<file path="src/rtl/seq_det_pkg.sv">
// Shared defaults, state encoding and mask helper
// for the programmable serial pattern detector.
package seq_det_pkg;

  localparam logic [15:0] DEFAULT_PATTERN = 16'b101;
  localparam int          DEFAULT_LEN     = 3;
  localparam logic        DEFAULT_OVERLAP = 1'b0;

  typedef enum logic {
    EMPTY,
    COLLECT
  } state_t;

  // Ones in the low len bits; len may reach 16.
  function automatic logic [15:0] len_mask(
    input int unsigned len
  );
    logic [16:0] m;
    m = (17'd1 << len) - 17'd1;
    return m[15:0];
  endfunction

endpackage

</file>
<file path="src/rtl/seq_sat_counter.sv">
// Up counter with synchronous reset that
// sticks at its all-ones value.
module seq_sat_counter #(
  parameter int W = 8
) (
  input  logic         clk,
  input  logic         rst,
  input  logic         i_inc,
  output logic [W-1:0] o_cnt
);

  logic [W-1:0] r_cnt;

  always_ff @(posedge clk) begin
    if (rst) begin
      r_cnt <= '0;
    end else if (i_inc && (r_cnt != '1)) begin
      r_cnt <= r_cnt + W'(1);
    end
  end

  assign o_cnt = r_cnt;

endmodule

</file>
<file path="src/rtl/seq_detector_param.sv">
// Mealy detector for a run-time programmable
// serial pattern with optional overlap.
module seq_detector_param
  import seq_det_pkg::*;
#(
  parameter int MAX_LEN = 8,
  parameter int LEN_W   = 5,
  parameter int CNT_W   = 8
) (
  input  logic               clk,
  input  logic               rst,
  input  logic               cfg_load,
  input  logic [MAX_LEN-1:0] cfg_pattern,
  input  logic [LEN_W-1:0]   cfg_len,
  input  logic               cfg_overlap,
  output logic               cfg_err,
  input  logic               d_valid,
  input  logic               d,
  output logic               z,
  output logic [CNT_W-1:0]   match_cnt
);

  localparam logic [LEN_W:0]   ONE  = 1;
  localparam logic [LEN_W-1:0] LMAX = LEN_W'(MAX_LEN);
  localparam logic [LEN_W-1:0] LMIN = LEN_W'(2);

  logic [MAX_LEN-1:0] r_pattern;
  logic [LEN_W-1:0]   r_len;
  logic               r_overlap;
  logic [MAX_LEN-1:0] r_hist;
  logic [LEN_W-1:0]   r_fill;
  logic               r_cfg_err;
  state_t             r_state;

  logic [MAX_LEN-1:0] w_hist_nxt;
  logic [LEN_W-1:0]   w_fill_nxt;
  state_t             w_state_nxt;
  logic [15:0]        w_mask_full;
  logic [MAX_LEN-1:0] w_mask;
  logic [MAX_LEN-1:0] w_win;
  logic               w_cfg_ok;
  logic               w_fill_ok;
  logic               w_eq;
  logic               w_fire;
  logic               w_z;

  assign w_cfg_ok = (cfg_len >= LMIN) &&
                    (cfg_len <= LMAX);

  assign w_mask_full = len_mask(32'(r_len));
  assign w_mask = w_mask_full[MAX_LEN-1:0];
  assign w_win  = {r_hist[MAX_LEN-2:0], d};
  assign w_eq   = ((w_win ^ r_pattern) & w_mask) == '0;

  // len >= 2, so fill >= len-1 already implies COLLECT.
  assign w_fill_ok = (r_state == COLLECT) &&
                     (({1'b0, r_fill} + ONE) >=
                      {1'b0, r_len});

  assign w_fire = d_valid & ~cfg_load & ~rst;
  assign w_z    = w_fire & w_fill_ok & w_eq;
  assign z      = w_z;

  always_comb begin
    w_hist_nxt  = r_hist;
    w_fill_nxt  = r_fill;
    w_state_nxt = r_state;
    if (cfg_load) begin
      if (w_cfg_ok) begin
        w_hist_nxt  = '0;
        w_fill_nxt  = '0;
        w_state_nxt = EMPTY;
      end
    end else if (d_valid) begin
      if (w_z && !r_overlap) begin
        w_hist_nxt  = '0;
        w_fill_nxt  = '0;
        w_state_nxt = EMPTY;
      end else begin
        w_hist_nxt  = w_win;
        w_state_nxt = COLLECT;
        if (r_fill != LMAX) begin
          w_fill_nxt = r_fill + LEN_W'(1);
        end
      end
    end
  end

  always_ff @(posedge clk) begin
    if (rst) begin
      r_pattern <= DEFAULT_PATTERN[MAX_LEN-1:0];
      r_len     <= LEN_W'(DEFAULT_LEN);
      r_overlap <= DEFAULT_OVERLAP;
      r_hist    <= '0;
      r_fill    <= '0;
      r_state   <= EMPTY;
      r_cfg_err <= 1'b0;
    end else begin
      r_hist    <= w_hist_nxt;
      r_fill    <= w_fill_nxt;
      r_state   <= w_state_nxt;
      r_cfg_err <= cfg_load & ~w_cfg_ok;
      if (cfg_load && w_cfg_ok) begin
        r_pattern <= cfg_pattern;
        r_len     <= cfg_len;
        r_overlap <= cfg_overlap;
      end
    end
  end

  assign cfg_err = r_cfg_err;

  seq_sat_counter #(
    .W(CNT_W)
  ) u_cnt (
    .clk  (clk),
    .rst  (rst),
    .i_inc(w_z),
    .o_cnt(match_cnt)
  );

endmodule

</file>
<file path="config.mk">
export PLATFORM = sky130hd
export DESIGN_NAME = seq_detector_param
export DESIGN_NICKNAME = d
export VERILOG_FILES = /design/src/rtl/seq_det_pkg.sv /design/src/rtl/seq_sat_counter.sv /design/src/rtl/seq_detector_param.sv
export SDC_FILE = /design/constraint.sdc
export NUM_CORES = 1
export LEC_CHECK = 0
export ABC_AREA = 1
export CORE_ASPECT_RATIO = 1.1
export CORE_MARGIN = 2
export CORE_UTILIZATION = 50
export CTS_BUF_LIST = sky130_fd_sc_hd__clkbuf_8
export CTS_CLUSTER_SIZE = 16
export DETAILED_ROUTE_END_ITERATION = 10
export PLACE_DENSITY = 0.73
export SLEW_MARGIN = 20
export SYNTH_ARGS = -nofsm -noshare
export SYNTH_HDL_FRONTEND = slang
export SYNTH_SLANG_ARGS = --single-unit
</file>
<file path="constraint.sdc">
create_clock -name clk -period 7.15 [get_ports clk]
set_clock_uncertainty 0.2 [all_clocks]
set_input_delay 1.43 -clock clk [delete_from_list [all_inputs] [get_ports clk]]
set_output_delay 1.43 -clock clk [all_outputs]
set_load 0.05 [all_outputs]
</file>
Word-level counts from Yosys, hierarchy flattened
Index checks and enable logic that the tools add are counted.
{"block": "totals", "reg_bits": 36, "in_bits": 19, "elab_cells": 53, "output_inout_bits": 10}
{"block": "op_classes", "n_mux": 13, "n_eq_ne": 3, "n_addsub": 4, "bitwise_logic": 10, "n_lt_le_gt_ge": 3, "shift": 1, "n_reduce_logical": 11}
{"operator": "2-to-1 mux 7 bit", "count": 4}
{"operator": "2-to-1 mux 5 bit", "count": 5}
{"operator": "adder 8 x 1 -> 8 bit, second input constant", "count": 1}
{"operator": "AND 8 bit", "count": 1}
{"operator": "zero test 8 bit", "count": 1}
{"operator": "inequality test 8 bit, second input constant", "count": 1}
{"operator": "left shift 1 x 5 -> 8 bit, first input constant", "count": 1}
{"operator": "subtractor 8 x 1 -> 8 bit, second input constant", "count": 1}
{"operator": "bitwise XOR 8 bit", "count": 1}
{"operator": "adder 5 x 1 -> 6 bit, second input constant", "count": 1}
{"operator": ">= comparator 6 x 5 -> 1 bit", "count": 1}
{"operator": "adder 5 x 1 -> 5 bit, second input constant", "count": 1}
{"operator": "AND 1 bit", "count": 5}
{"operator": ">= comparator 5 x 2 -> 1 bit, second input constant", "count": 1}
{"operator": "<= comparator 5 x 4 -> 1 bit, second input constant", "count": 1}
{"operator": "logical AND 1 bit", "count": 5}
{"operator": "inequality test 5 x 4 -> 1 bit, second input constant", "count": 1}
{"operator": "2-to-1 mux 1 bit", "count": 4}
{"operator": "inverter 1 bit", "count": 3}
{"operator": "AND reduction 3 bit", "count": 1}
{"operator": "nonzero test 3 bit", "count": 1}
{"operator": "inequality test 2 x 1 -> 1 bit, second input constant", "count": 1}
{"operator": "AND reduction 2 bit", "count": 1}
{"operator": "nonzero test 2 bit", "count": 1}
{"operator": "zero test 1 bit", "count": 1}

Logic depth before layout (Yosys ltp)
Gate-level depths: netlist of the first run.
{"block": "logic_depth", "depth_word": 9, "mapped_depth": 16, "ltp_nobuf": 16}

Cells and area by module
Synthesis of the first run repeated with hierarchy kept, for this count alone.
{"block": "unflattened", "hier_cells": 325, "hier_area_um2": 2162.1}
{"module": "seq_detector_param", "area_each_um2": 1677.9, "cells_per_inst": 248, "instances": 1, "seq_area_each_um2": 560.5}
{"module": "seq_sat_counter", "area_each_um2": 484.2, "cells_per_inst": 77, "instances": 1, "seq_area_each_um2": 160.2}

Least setup slack after synthesis of the first run
Ideal clock, no wire load.
{"block": "synth_path", "path_kind": "input-to-output", "from": "input port cfg_load", "to": "output port z", "slack_ns": 3.024, "n_path_buf": 0, "required_ns": 5.520, "arrival_ns": 2.496, "stages": 9, "path_cell_list": "clkinv_1 -> nand2_1 -> nor2_1 -> nand3_1 -> nor2_2 -> nand3_2 -> nor2_4 -> nand2_2 -> nor2_4"}
{"block": "synth_via", "elab_chain_cells": 5}
{"item": "from (decl)", "line_no": "seq_detector_param.sv:12", "text": "input logic cfg_load,"}
{"item": "inverter 1 bit", "line_no": "seq_detector_param.sv:60", "text": "assign w_fire = d_valid & ~cfg_load & ~rst;"}
{"item": "AND 1 bit (2 in a row)", "line_no": "seq_detector_param.sv:60"}
{"item": "AND 1 bit (2 in a row)", "line_no": "seq_detector_param.sv:61", "text": "assign w_z = w_fire & w_fill_ok & w_eq;"}
{"item": "to (decl)", "line_no": "seq_detector_param.sv:19", "text": "output logic z,"}
Every way passes these cells.

Worst setup path in the final report of the first run
{"block": "layout_path", "from": "input port rst", "to": "output port z"}
{"block": "layout_via", "elab_chain_cells": 4}
{"item": "from (decl)", "line_no": "seq_detector_param.sv:11", "text": "input logic rst,"}
{"item": "inverter 1 bit", "line_no": "seq_detector_param.sv:60"}
{"item": "AND 1 bit", "line_no": "seq_detector_param.sv:60"}
{"item": "AND 1 bit (2 in a row)", "line_no": "seq_detector_param.sv:61"}
Every way passes these cells.

==> impl_metrics.json, run 1 <==
{
  "share_seq_of_total_power": 0.517,
  "grt_pass1_wl_mm": 8.03,
  "antenna_found_initial": 0,
  "synth_top_family_by_area": "simple AND/OR/NAND/NOR gates",
  "final_core_util": 0.627,
  "yosys.area_share.simple": 0.345,
  "die_h_um": 71.1,
  "postSynth.asyncResetShare": 0,
  "antenna_left": 0,
  "fin_crit_ns": 5.51,
  "muxShareOfSynthArea": 0,
  "fin_crit_sh": 0.771,
  "dieArea_sq_mm": 0.00462,
  "num_rows": 24,
  "grt_setup_unrepaired": "false",
  "dr.max_layer_used": "met4",
  "hold_viol": 0,
  "placement.cell_area_sq_mm": 0.00239,
  "ys_seq_area_frac": 0.352,
  "p_sw_frac": 0.275,
  "initial_utilization": 0.520,
  "diodes": 0,
  "port_buffers": 28,
  "wirelength_mm": 4.57,
  "vias_per_cell": 5.13,
  "synth_edf_count": 0,
  "maxCapViolations": 0,
  "drc": 0,
  "postSynthAreaPerCell_sq_um": 7.11,
  "ys.warnings.count": 0,
  "switching_power_mw": 0.113,
  "worstSetupPathType": "in2out",
  "slew_headroom": 0.629,
  "p_int_mw": 0.297,
  "mostFrequentLayoutCells": "nand2_1 (59), dfxtp_1 (36), inv_1 (33)",
  "arrival_ns": 3.88,
  "final.setup.tns_ns": 0,
  "wl_met3_um": 165,
  "postCtsHoldBufs": 0,
  "drive_gt1_frac": 0.0938,
  "vdd_drop_max_mv": 0.124,
  "vias": 1908,
  "fmax_mhz": 181,
  "synthesis.nets": 316,
  "cts-resized-gates": 0,
  "cts_buffers": 5,
  "post-place-ws_ns": 1.62,
  "hold_ws_ns": 0.271,
  "syn_inst": 288,
  "crit_fanout": 15,
  "setup_viol": 0,
  "synth-adder-area-share": 0.0550,
  "worst_slack_ns": 1.64,
  "cts_tree": "yes",
  "p_leak_nw": 0.989,
  "synth_ff_type": "dfxtp_1",
  "syn-cell-area_sq_mm": 0.00205,
  "clockRootBuffer": "clkbuf_8",
  "wl_per_cell_um": 12.3,
  "critPathRequiredTime_ns": 5.52,
  "layout.cells.most_common": "nand2_1",
  "slew_viol_final": 0,
  "grt_pass1_vias": 1849,
  "nets": 348,
  "synth_compound_area_frac": 0.120,
  "cp-start-kind": "input port",
  "core-area_sq_mm": 0.00393,
  "comb_power_share": 0.159,
  "cts_buffer_depth": 2,
  "endpoint_kind": "output pin",
  "ys_types": 29,
  "grt.overflow.total": 0,
  "die_width_um": 65.0,
  "wl_met1_mm": 2.18,
  "postCtsSetupBuffers": 0,
  "route.met2.wl_mm": 2.15,
  "yosys.area_share.xor_xnor": 0.0471,
  "worst_pin_slew_ns": 0.555,
  "design_area_sq_mm": 0.00247,
  "clock_latency_ns": 0.28,
  "fillers": 363,
  "rrSetupSlack_ns": 4.34,
  "ios": 29,
  "gp_congestion": 0.816,
  "dp_hpwl_mm": 3.45,
  "outcome": "finished, final reports clean",
  "grt_max_degree": 23,
  "hp-class": "reg2reg",
  "ys_seq_elements": 36,
  "area_delta_synth_final_pct": 20.5,
  "powerDensity_mw_per_mm2": 166,
  "htreeDepth": 2,
  "p_clk_frac": 0.324,
  "cts.sinks": 36,
  "drt_iter0_markers": 92,
  "firstDrtPassIters": 4,
  "grtUsageTotal": 0.221,
  "path_clk_slew_ns": 0.07
}
[state kept, by name (all words and copies together) (netlist names)]
signal	flops
cfg_err	1
r_fill	5
r_hist	7
r_len	5
r_overlap	1
r_pattern	8
r_state	1
u_cnt.o_cnt	8
[cell type report]
cell class / count / area, sq um / share of cell area
clock buffers: 5 / 68.8 / 0.0279
clock inverters: 2 / 8.76 / 0.00355
inverters: 38 / 148 / 0.0599
multi-input cells: 209 / 1160 / 0.470
flip-flops and latches: 36 / 721 / 0.292
well taps: 52 / 65.1 / 0.0264
repair buffers: 30 / 295 / 0.120
[worst max-delay path, cell delays in order]
cell and delay [ns]:
clkdlybuf4s50_1 0.69, inv_1 0.17, nand2_1 0.06, nor2_1 0.09
nand3_1 0.09, nor2_2 0.09, nand3_2 0.08, nor2_4 0.15
nand2_2 0.09, nor2_4 0.12, clkdlybuf4s50_1 0.82
[cells in the mapped netlist, types with 2 or more instances]
cell type  instances  area share
dfxtp_1           36        0.35
nor2_1            28       0.051
inv_1             32       0.059
nand4_1           11       0.034
xnor2_1            3       0.013
clkbuf_1           5      0.0092
a21oi_1           24       0.059
nor4_1             2      0.0061
xor2_1             8       0.034
nor2_2             5       0.015
nand3_2            5       0.024
and2_1             2      0.0061
nor3_1             4      0.0098
inv_2              4      0.0073
o22ai_1            2      0.0061
ha_1               9       0.055
o211ai_1           2      0.0073
nor2_4             4       0.022
nand2_1           59        0.11
nand3_1           17       0.042
o21ai_1            4      0.0098
nand3b_1           2      0.0073
o21ai_0           14       0.034
[routing by layer]
layer  up-vias  global-route usage
met1       863               0.285
met2        29               0.361
met5         -                   0
met4         0              0.0804
met3         8              0.0493
li1       1008                   -
[through the flow]
| stage | power (mW) | std cells |
|---|---|---|
| final | 0.410 | 372 |
| after global routing | 0.430 | 372 |
| after CTS | 0.415 | 372 |
| after detailed placement | 0.282 | 365 |
| after global placement | 0.280 | 365 |
| after floorplan | 0.258 | 288 |
[power by group through the flow]
stage	clock network, mW	logic (mW)	registers (mW)
2_1_floorplan	0	0.0423	0.216
3_3_place_gp	0	0.0643	0.216
3_5_place_dp	0	0.0651	0.216
4_1_cts	0.138	0.0653	0.212
5_1_grt	0.143	0.0738	0.212
6_report	0.133	0.0653	0.212
[kinds of logic (layout without fill, tap and decap cells)]
| group | after synthesis | count (layout) |
|---|---|---|
| buffers and inverters | 43 | 75 |
| adders and majority gates | 9 | 9 |
| DFF | 36 | 36 |
| and+or+nand+nor | 142 | 142 |
| AOI/OAI and AO/OA | 47 | 47 |
| xor gates and xnor gates | 11 | 11 |
[final timing paths]
check	startpoint	cells after the start	endpoint
worst max-delay path	rst	11	z
worst min-delay path	r_pattern[3]	2	r_pattern[3]
worst max register to register	r_fill[0]	15	r_fill[2]
worst min register to register	r_pattern[3]	2	r_pattern[3]
No activity file was read; power rests on OpenSTA's default activity.
==> inputs of run 2 (changes only) <==
- clock period: 7.15 -> 5.5 ns (I/O delays scaled with it)
==> impl_metrics.json, run 2 (synthesized netlist as in run 1, its figures left out) <==
{
  "nets": 349,
  "dp_hpwl_mm": 3.37,
  "endpoint_kind": "output pin",
  "postCtsHoldBufs": 0,
  "grt_pass1_vias": 1740,
  "die_h_um": 71.1,
  "drive_gt1_frac": 0.0997,
  "worst_pin_slew_ns": 0.602,
  "r2r_start": "r_fill[0]",
  "wirelength_mm": 4.54,
  "antenna_left": 0,
  "place_inst": 366,
  "initial_utilization": 0.520,
  "clock_latency_ns": 0.28,
  "cts_buffer_depth": 2,
  "regArea_sq_um": 721,
  "vias": 1897,
  "multi_input_area_sq_mm": 0.00116,
  "layout.cells.most_common": "nand2_1",
  "cts_tree": "yes",
  "fmax_mhz": 247,
  "path_cells": "clkdlybuf4s50_1 > buf_4 > inv_1 > nand2_1 > nor2_1 > nand3_1 > nor2_2 > nand3_2 > nor2_4 > nand2_2 > nor2_4 > buf_4",
  "final.setup.tns_ns": 0,
  "placement.cell_area_sq_mm": 0.00239,
  "diodes": 0,
  "area_delta_synth_final_pct": 20.7,
  "num_rows": 24,
  "mostFrequentLayoutCells": "nand2_1 (59), dfxtp_1 (36), inv_1 (33)",
  "drt_iter0_markers": 132,
  "path_clk_slew_ns": 0.07,
  "r2r_cells": 15,
  "slew_viol_final": 0,
  "outcome": "finished, final reports clean",
  "wl_per_cell_um": 12.2,
  "cts_buffers": 5,
  "final_cells": 373,
  "antenna_found_initial": 0,
  "grt_pass1_wl_mm": 7.88,
  "powerDensity_mw_per_mm2": 216,
  "rrSetupSlack_ns": 2.80,
  "fin_crit_sh": 0.737,
  "grt.overflow.total": 0,
  "cp-start-kind": "input port",
  "holdPathStages": 2,
  "grtUsageTotal": 0.216,
  "fin_crit_ns": 4.05,
  "slew_headroom": 0.595,
  "worstSetupPathType": "in2out",
  "crit_fanout": 15,
  "final_core_util": 0.628,
  "hp-start": "r_pattern[3]",
  "cts-resized-gates": 0,
  "drc": 0,
  "core-area_sq_mm": 0.00393,
  "vdd_drop_max_mv": 0.183,
  "firstDrtPassIters": 5,
  "crit_path_max_incr_delay_ns": 0.39,
  "slowest_stage": "clkdlybuf4s50_1",
  "htreeDepth": 2,
  "die_width_um": 65.0,
  "clockRootBuffer": "clkbuf_8",
  "design_area_sq_mm": 0.00247,
  "p_leak_nw": 0.996,
  "grt_max_degree": 23,
  "port_buffers": 28,
  "grt_setup_unrepaired": "false",
  "fillers": 358,
  "ios": 29,
  "vias_per_cell": 5.09,
  "cts.sinks": 36,
  "postCtsSetupBuffers": 0,
  "hold_viol": 0,
  "arrival_ns": 2.75,
  "dieArea_sq_mm": 0.00462,
  "critPathRequiredTime_ns": 4.20,
  "r2r-end": "r_fill[1]",
  "hp-class": "reg2reg",
  "gp_congestion": 0.814,
  "setup_viol": 0,
  "whs_endpoint": "r_pattern[3]",
  "maxCapViolations": 0
}
==> run 2: power breakdown <==
part / internal (mW) / switching, mW / leakage [nW] / total (mW)
logic: 0.0343 / 0.0507 / 0.658 / 0.0850
clock network: 0.0843 / 0.0899 / 0.0452 / 0.174
registers: 0.268 / 0.00711 / 0.292 / 0.275
total: 0.387 / 0.148 / 0.996 / 0.535
==> run 2: worst max-delay path: cells and delay by family <==
kind / cells / cell delay, ns
buffers and inverters: 4 / 0.87
AND/OR/NAND/NOR: 8 / 0.77
==> run 2: layout make-up <==
cell class              instances  area share
clock buffers                   5      0.0278
well taps                      52      0.0263
clock inverters                 2     0.00354
multi-input cells             209       0.469
inverters                      38      0.0597
flip-flops and latches         36       0.292
repair buffers                 31       0.122
==> run 2: how the worst max path moves through the flow <==
stage	start	to	slack, ns	depth (start not counted)
6_report	rst	z	1.45	12
3_5_place_dp	rst	z	1.44	12
2_1_floorplan	cfg_load	z	2.03	9
5_1_grt	rst	z	1.26	12
3_3_place_gp	cfg_load	z	1.47	11
4_1_cts	rst	z	1.44	12
==> run 2: per-stage QoR <==
stage	setup WS [ns]	hold WS (ns)	power (mW)
2_1_floorplan	2.03	0.244	0.336
3_3_place_gp	1.47	0.257	0.365
3_5_place_dp	1.44	0.262	0.366
4_1_cts	1.44	0.273	0.538
5_1_grt	1.26	0.298	0.563
6_report	1.45	0.271	0.535
==> run 2: metal layers <==
layer  part of all wire  global-route usage
met1               0.47               0.276
met2               0.48               0.362
met3              0.039              0.0525
met4             0.0059              0.0591
met5                  0                   0
